## config.mk

```make
export PLATFORM = sky130hd
export DESIGN_NAME = mips_instruction_fetch
export DESIGN_NICKNAME = d
export VERILOG_FILES = /design/src/rtl/mips_pkg.sv /design/src/rtl/mips_instruction_fetch.sv
export SDC_FILE = /design/constraint.sdc
export NUM_CORES = 1
export LEC_CHECK = 0
export ABC_AREA = 0
export ABC_CLOCK_PERIOD_IN_PS = 2400
export CAP_MARGIN = 20
export CORE_MARGIN = 2
export CORE_UTILIZATION = 35
export CTS_CLUSTER_DIAMETER = 30
export DETAILED_ROUTE_END_ITERATION = 12
export PLACE_DENSITY = 0.73
export REMOVE_ABC_BUFFERS = 1
export SLEW_MARGIN = 20
export SYNTH_ARGS = -nofsm -noshare
export SYNTH_HDL_FRONTEND = slang
export SYNTH_SLANG_ARGS = --single-unit
```

## constraint.sdc

```tcl
create_clock -name clk -period 2.4 [get_ports clk]
set_clock_uncertainty 0.15 [all_clocks]
set_input_delay 0.48 -clock clk [delete_from_list [all_inputs] [get_ports clk]]
set_output_delay 0.48 -clock clk [all_outputs]
set_load 0.01 [all_outputs]
```

## src/rtl/mips_pkg.sv

```systemverilog
`default_nettype none
// ============================================================================
// Module : mips_pkg
// Brief  : Shared fetch-stage types, reset/halt vectors and a byte-swap helper.
// Rev    : 1.0
// ============================================================================
package mips_pkg;

  typedef enum logic [2:0] {
    ST_IDLE  = 3'd0,
    ST_REQ   = 3'd1,
    ST_HOLD  = 3'd2,
    ST_HALT  = 3'd3,
    ST_FAULT = 3'd4
  } fetch_state_t;

  localparam logic [31:0] RESET_VECTOR      = 32'hBFC0_0000;
  localparam logic [31:0] HALT_ADDR_DEFAULT = 32'h0000_0000;

  function automatic logic [31:0] byteswap32(input logic [31:0] w);
    return {w[7:0], w[15:8], w[23:16], w[31:24]};
  endfunction

endpackage
`default_nettype wire

```

## src/rtl/mips_instruction_fetch.sv

```systemverilog
`default_nettype none
// ============================================================================
// Module : mips_instruction_fetch
// Brief  : Avalon-MM instruction fetch stage with stall, flush, halt and fault.
// Rev    : 1.0
// ============================================================================
module mips_instruction_fetch
  import mips_pkg::*;
#(
  parameter bit          BYTE_SWAP = 1'b0,
  parameter logic [31:0] HALT_ADDR = HALT_ADDR_DEFAULT
) (
  input  logic        clk,
  input  logic        rst,
  input  logic        start,
  input  logic [31:0] pc,
  input  logic        flush,
  output logic [31:0] avm_address,
  output logic        avm_read,
  output logic [3:0]  avm_byteenable,
  input  logic        avm_waitrequest,
  input  logic [31:0] avm_readdata,
  output logic [31:0] instr_out,
  output logic        instr_valid,
  input  logic        instr_ready,
  output logic [31:0] instr_pc,
  output logic        pc_adv,
  output logic        active,
  output logic        fault
);

  fetch_state_t r_state;
  logic [31:0]  r_addr;
  logic         r_read;
  logic [3:0]   r_be;
  logic [31:0]  r_instr;
  logic         r_valid;
  logic [31:0]  r_ipc;
  logic         r_active;
  logic         r_fault;
  logic         r_discard;

  logic [31:0]  w_rdata;
  logic         w_done;
  logic         w_accept;
  logic         w_do_entry;
  fetch_state_t w_entry_state;

  generate
    if (BYTE_SWAP) begin : g_swap
      assign w_rdata = byteswap32(avm_readdata);
    end else begin : g_pass
      assign w_rdata = avm_readdata;
    end
  endgenerate

  assign w_done   = (r_state == ST_REQ) && r_read && !avm_waitrequest;
  assign w_accept = (r_state == ST_HOLD) && r_valid && instr_ready && !flush;

  // HOLD with nothing held is the slot where the (possibly advanced) pc is checked.
  assign w_do_entry = ((r_state == ST_IDLE) && start) ||
                      ((r_state == ST_HOLD) && !r_valid);

  always_comb begin
    w_entry_state = ST_REQ;
    if (pc == HALT_ADDR) begin
      w_entry_state = ST_HALT;
    end else if (pc[1:0] != 2'b00) begin
      w_entry_state = ST_FAULT;
    end
  end

  always_ff @(posedge clk) begin
    if (rst) begin
      r_state   <= ST_IDLE;
      r_addr    <= 32'h0;
      r_read    <= 1'b0;
      r_be      <= 4'h0;
      r_instr   <= 32'h0;
      r_valid   <= 1'b0;
      r_ipc     <= 32'h0;
      r_active  <= 1'b0;
      r_fault   <= 1'b0;
      r_discard <= 1'b0;
    end else if (w_do_entry) begin
      r_state  <= w_entry_state;
      r_active <= (w_entry_state == ST_REQ);
      if (w_entry_state == ST_REQ) begin
        r_addr <= pc;
        r_ipc  <= pc;
        r_read <= 1'b1;
        r_be   <= 4'hF;
      end
      if (w_entry_state == ST_FAULT) begin
        r_fault <= 1'b1;
      end
    end else begin
      case (r_state)
        ST_REQ: begin
          if (w_done) begin
            r_read    <= 1'b0;
            r_be      <= 4'h0;
            r_discard <= 1'b0;
            r_state   <= ST_HOLD;
            // A flush seen at any point during the transfer drops the word.
            if (!(r_discard || flush)) begin
              r_instr <= w_rdata;
              r_valid <= 1'b1;
            end
          end else if (flush) begin
            r_discard <= 1'b1;
          end
        end
        ST_HOLD: begin
          if (flush || w_accept) begin
            r_valid <= 1'b0;
          end
        end
        ST_HALT, ST_FAULT: begin
          r_read   <= 1'b0;
          r_be     <= 4'h0;
          r_valid  <= 1'b0;
          r_active <= 1'b0;
        end
        default: begin
          r_state <= r_state;
        end
      endcase
    end
  end

  assign avm_address    = r_addr;
  assign avm_read       = r_read;
  assign avm_byteenable = r_be;
  assign instr_out      = r_instr;
  assign instr_valid    = r_valid;
  assign instr_pc       = r_ipc;
  assign pc_adv         = w_accept && !rst;
  assign active         = r_active;
  assign fault          = r_fault;

endmodule
`default_nettype wire

```

==> impl_metrics.json, run 1 <==
{
  "status": "finished clean",
  "clkTransAtPathRegs_ns": 0.08,
  "rows": 35,
  "avgSynthCellArea_um2": 8.81,
  "p_int_mw": 2.07,
  "p_total_mw": 2.77,
  "h-tree-depth": 3,
  "cts_sinks": 72,
  "grt_overflow": 0,
  "p_sw_mw": 0.696,
  "crit_required_ns": 2.50,
  "layout-drive-gt1-share": 0.0656,
  "sequentialPowerShare": 0.465,
  "gp_congestion": 0.806,
  "place_area_um2": 4880,
  "grt_first_pass_wirelength_um": 14100,
  "slew_headroom": 0.439,
  "ys_ff_latch": 72,
  "rsz0062_at_grt": "no",
  "drt_wl_total_um": 9020,
  "ir_worst_vdd_uv": 321,
  "stdcell_area_um2": 5070,
  "port_buffers": 174,
  "dp.cells": 613,
  "hold_violations": 0,
  "synth_enable_flop_cells": 0,
  "synth_cell_types": 32,
  "fp.dieW_um": 101,
  "nFillCells": 839,
  "io_pins": 175,
  "antennaDiodeCount": 0,
  "pwr-share-clk": 0.346,
  "grt_antenna_before_repair": 0,
  "wl_per_cell_um": 14.3,
  "fmax_ghz": 0.442,
  "fin_cells": 629,
  "drc": 0,
  "syn2layout_area_growth_pct": 53.2,
  "ctsLongestPathBuffers": 2,
  "coreArea_um2": 9200,
  "path_delay_family": "simple AND/OR/NAND/NOR gates",
  "cts_buffers": 9,
  "grt_max_degree": 104,
  "setup_tns_ns": 0,
  "path_max_fanout": 30,
  "routed_via_density": 4.73,
  "die-area_um2": 10300,
  "finalSetupViolCount": 0,
  "p_comb_frac": 0.189,
  "whs_ns": 0.304,
  "async_flop_share": 0,
  "first_pass_iters": 4,
  "switching_share": 0.252,
  "track_usage": 0.172,
  "hold_path_class": "register to register",
  "finish.utilization": 0.552,
  "cts-root-buf": "clkbuf_8",
  "initial_core_util": 0.360,
  "grt_pass1_vias": 2885,
  "dr.first_iter.drc_count": 95,
  "place_ws_ns": -0.166,
  "cp-start-kind": "primary input",
  "vias": 2975,
  "multi_input_area_um2": 1430,
  "worstMarginPinSlew_ns": 0.841,
  "drv_cap": 0,
  "mostFrequentLayoutCell": "clkdlybuf4s50_1",
  "worstPathArrival_ns": 2.37,
  "power_density_nw_per_um2": 545,
  "ys_warn_count": 0,
  "finalMaxSlewViolations": 0,
  "leakage_nw": 1.73,
  "worst_slack_ns": 0.137,
  "end_kind": "register",
  "synthFlopType": "dfxtp_1",
  "die_h_um": 101,
  "syn_area_um2": 3310,
  "final.min_clock_period_ns": 2.26,
  "min_period_over_period": 0.943,
  "crit_chain": "clkdlybuf4s50_1, nor4_1, nand4_1, o211a_2, buf_12, nor3b_1",
  "insertion_delay_ns": 0.33,
  "cts_tree": "done",
  "ys_seq_area_frac": 0.435,
  "seq_area_um2": 1440,
  "synthCells": 376,
  "dpl.hpwl_um": 6580,
  "drtAntennaViolNets": 0,
  "cpPeakStageDelay_ns": 0.44,
  "worstSetupPathType": "primary input to register",
  "critical_path_buf_inv_count": 2,
  "cp_slowest_cell": "clkdlybuf4s50_1",
  "nets": 583,
  "postCtsHoldBufs": 0,
  "layout_common_cells": "clkdlybuf4s50_1 (172), dfxtp_1 (72), nand2_1 (67)"
}
metal layers:
layer,vias to the layer above,track usage,routed length [um]
met4,0,0.0686,170
li1,1472,-,-
met3,15,0.0235,384
met1,1391,0.212,3750
met2,97,0.302,4720
met5,-,0,0
state kept, by name (all words and copies together), names as in the netlist:
name            flops
instr_out          32
instr_pc           32
r_state             3
active              1
avm_byteenable      1
fault               1
instr_valid         1
r_discard           1
tightest hold or removal path: cells and delay by family (launching register included):
kind             cells  cell delay (ns)
AO/OA/AOI/OAI        1             0.05
flip-flops           1             0.31
AND/OR/NAND/NOR      1             0.05
cell type report:
type / instances / share of cell area
multi-input cells: 242 / 0.282
well taps: 111 / 0.0274
clock inverters: 5 / 0.0111
clock buffers: 11 / 0.0279
inverters: 1 / 0.000740
repair buffers: 187 / 0.366
flip-flops and latches: 72 / 0.284
cells by family (layout without fill, tap and decap cells):
| family | after synthesis | after routing | synth area share |
|---|---|---|---|
| buffers and inverters | 62 | 204 | 0.132 |
| AOI/OAI and AO/OA | 47 | 47 | 0.0831 |
| muxes | 30 | 30 | 0.0907 |
| and+or+nand+nor | 165 | 165 | 0.259 |
| DFF | 72 | 72 | 0.435 |
what timing repair did:
| action | in CTS | in global routing |
|---|---|---|
| resized for setup | 1 | 0 |
| setup endpoints to repair | 1 | 0 |
| buffers inserted | 0 | 0 |
cell usage after synthesis, types with 3 or more instances:
master	count	share of area
a21oi_1	37	0.056
buf_12	3	0.018
buf_2	5	0.0076
buf_4	36	0.082
clkbuf_1	15	0.017
dfxtp_1	72	0.44
mux2i_1	30	0.091
nand2_1	67	0.076
nand2b_1	63	0.12
nor2_1	6	0.0068
nor3_1	6	0.0091
nor3b_1	4	0.0091
nor4_1	9	0.017
worst paths after layout:
path	endpoint	slack (ns)	startpoint	cells after the start
max	instr_pc[1]$_SDFFE_PP0P_	0.14	pc[11]	6
min	instr_out[15]$_SDFFE_PP0P_	0.30	instr_out[15]$_SDFFE_PP0P_	2
max reg2reg	instr_pc[15]$_SDFFE_PP0P_	0.56	r_state[1]$_SDFFE_PP0P_	6
min reg2reg	instr_out[15]$_SDFFE_PP0P_	0.30	instr_out[15]$_SDFFE_PP0P_	2
power by group through the flow:
stage	logic [mW]	clock network, mW	registers (mW)
6_report	0.521	0.958	1.29
5_1_grt	0.558	1.05	1.29
4_1_cts	0.524	0.998	1.29
3_5_place_dp	0.521	0	1.31
3_3_place_gp	0.514	0	1.31
2_1_floorplan	0.154	0	1.34
(Power assumes the default switching activity.)
==> run 2, diff against run 1 <==
Settings changed: ABC_CLOCK_PERIOD_IN_PS 2400 to 2290.
Clock period 2.4 ns to 2.29 ns, I/O delays scaled along.
==> impl_metrics.json, run 2 (synthesized netlist as in run 1, its figures left out) <==
{
  "status": "finished clean",
  "grt_pass1_vias": 2865,
  "whs_path_depth": 2,
  "finalSetupViolCount": 0,
  "sequentialPowerShare": 0.479,
  "worstSetupPathType": "primary input to output port",
  "fp.dieW_um": 101,
  "path_max_fanout": 2,
  "drt_wl_total_um": 8900,
  "rows": 35,
  "dr.first_iter.drc_count": 75,
  "antennaDiodeCount": 0,
  "grt_first_pass_wirelength_um": 13400,
  "finalMaxSlewViolations": 0,
  "worstMarginPinSlew_ns": 0.838,
  "met3_usage": 0.0235,
  "cts_buffers": 9,
  "routed_via_density": 4.65,
  "clkTransAtPathRegs_ns": 0.07,
  "h-tree-depth": 3,
  "stdcell_area_um2": 5110,
  "port_buffers": 174,
  "setup_tns_ns": 0,
  "r2r-start": "r_state[1]$_SDFFE_PP0P_",
  "fmax_ghz": 0.473,
  "die-area_um2": 10300,
  "grt_antenna_before_repair": 0,
  "power_density_nw_per_um2": 546,
  "cp_slowest_cell": "clkdlybuf4s50_1",
  "io_pins": 175,
  "grt_overflow": 0,
  "slew_headroom": 0.441,
  "insertion_delay_ns": 0.33,
  "hold_start": "instr_out[20]$_SDFFE_PP0P_",
  "gp_congestion": 0.783,
  "layout-drive-gt1-share": 0.0800,
  "hold_path_class": "register to register",
  "first_pass_iters": 4,
  "reg2reg_to": "instr_pc[3]$_SDFFE_PP0P_",
  "cp-start-kind": "primary input",
  "grtUsageMet1": 0.194,
  "wl_per_cell_um": 14.0,
  "grt_busiest_layer": "met2",
  "dpl.hpwl_um": 6590,
  "gr-usage-met2": 0.303,
  "p_sw_mw": 0.729,
  "layout_common_cells": "clkdlybuf4s50_1 (172), dfxtp_1 (72), nand2_1 (67)",
  "initial_core_util": 0.360,
  "hold_violations": 0,
  "die_h_um": 101,
  "p_int_mw": 2.07,
  "vias": 2957,
  "switching_share": 0.261,
  "cpPeakStageDelay_ns": 0.42,
  "cts_tree": "done",
  "grt_max_degree": 104,
  "drc": 0,
  "reg2reg_depth": 6,
  "cts_sinks": 72,
  "ctsLongestPathBuffers": 2,
  "end_kind": "output port",
  "finish.utilization": 0.556,
  "syn2layout_area_growth_pct": 54.4,
  "final.min_clock_period_ns": 2.11,
  "p_total_mw": 2.79,
  "drtAntennaViolNets": 0,
  "worstPathArrival_ns": 1.51,
  "mostFrequentLayoutCell": "clkdlybuf4s50_1",
  "p_comb_frac": 0.203,
  "cts-root-buf": "clkbuf_8",
  "drv_cap": 0,
  "track_usage": 0.164,
  "ir_worst_vdd_uv": 289,
  "place_area_um2": 4940,
  "whs_ns": 0.303,
  "coreArea_um2": 9200,
  "rrSetupSlack_ns": 0.47,
  "pwr-share-clk": 0.318,
  "crit_chain": "clkdlybuf4s50_1, nor2_1, nand2_1, nor4_1, dlygate4sd2_1",
  "leakage_nw": 1.76,
  "nets": 590,
  "postCtsHoldBufs": 0,
  "rsz0062_at_grt": "no",
  "min_period_over_period": 0.923,
  "min_to": "instr_out[20]$_SDFFE_PP0P_",
  "nFillCells": 823,
  "crit_required_ns": 1.68
}
-- run 2: power groups by stage --
| stage | Sequential [mW] | Combinational (mW) | Clock, mW |
|---|---|---|---|
| finish | 1.34 | 0.566 | 0.889 |
| global route | 1.35 | 0.605 | 0.970 |
| CTS | 1.34 | 0.571 | 0.923 |
| detailed placement | 1.37 | 0.568 | 0 |
| global placement | 1.37 | 0.561 | 0 |
| floorplan | 1.41 | 0.162 | 0 |
-- run 2: timing repair --
action / in CTS / in global routing
gates resized for setup: 1 / 0
endpoints found under the setup margin: 1 / 0
buffers inserted: 0 / 0
-- run 2: per-layer routing --
layer  up-vias  part of all wire  wire length, um
met5         -                 0                0
li1       1483                 -                -
met1      1390              0.41             3670
met2        74              0.53             4760
met4         0             0.014              127
met3        10             0.039              350
-- run 2: through the flow --
stage	cells	worst slack [ns]
finish	636	0.176
global route	636	0.0326
CTS	636	0.160
detailed placement	620	-0.127
global placement	620	-0.180
floorplan	315	-0.113
-- run 2: worst max-delay path: cells and delay by family --
kind / cells / cell delay (ns)
AND/OR/NAND/NOR: 3 / 0.33
buffers and inverters: 2 / 0.72
-- run 2: worst max-delay path by stage --
stage	from	endpoint	slack, ns	cells after the start
after CTS	flush	pc_adv	0.16	5
after global placement	pc[15]	active$_SDFFE_PP0P_	-0.18	7
after global routing	pc[17]	instr_pc[1]$_SDFFE_PP0P_	0.03	6
after detailed placement	pc[15]	active$_SDFFE_PP0P_	-0.13	7
after floorplan	r_state[1]$_SDFFE_PP0P_	instr_pc[10]$_SDFFE_PP0P_	-0.11	4
final	flush	pc_adv	0.18	5
-- run 2: cell type report --
| type | count | area, um2 | area share |
|---|---|---|---|
| Clock buffer | 10 | 138 | 0.0269 |
| Inverter | 1 | 3.75 | 0.000734 |
| Tap cell | 111 | 139 | 0.0272 |
| Multi-Input combinational cell | 242 | 1430 | 0.280 |
| Sequential cell | 72 | 1440 | 0.282 |
| Timing Repair Buffer | 194 | 1920 | 0.376 |
| Clock inverter | 6 | 35.0 | 0.00685 |
==> run 3, diff against run 2 <==
Settings changed: HOLD_SLACK_MARGIN set to 0.02.
==> results of run 3 <==
Same layout as run 2: the final DEF is identical, and so are final timing and power.
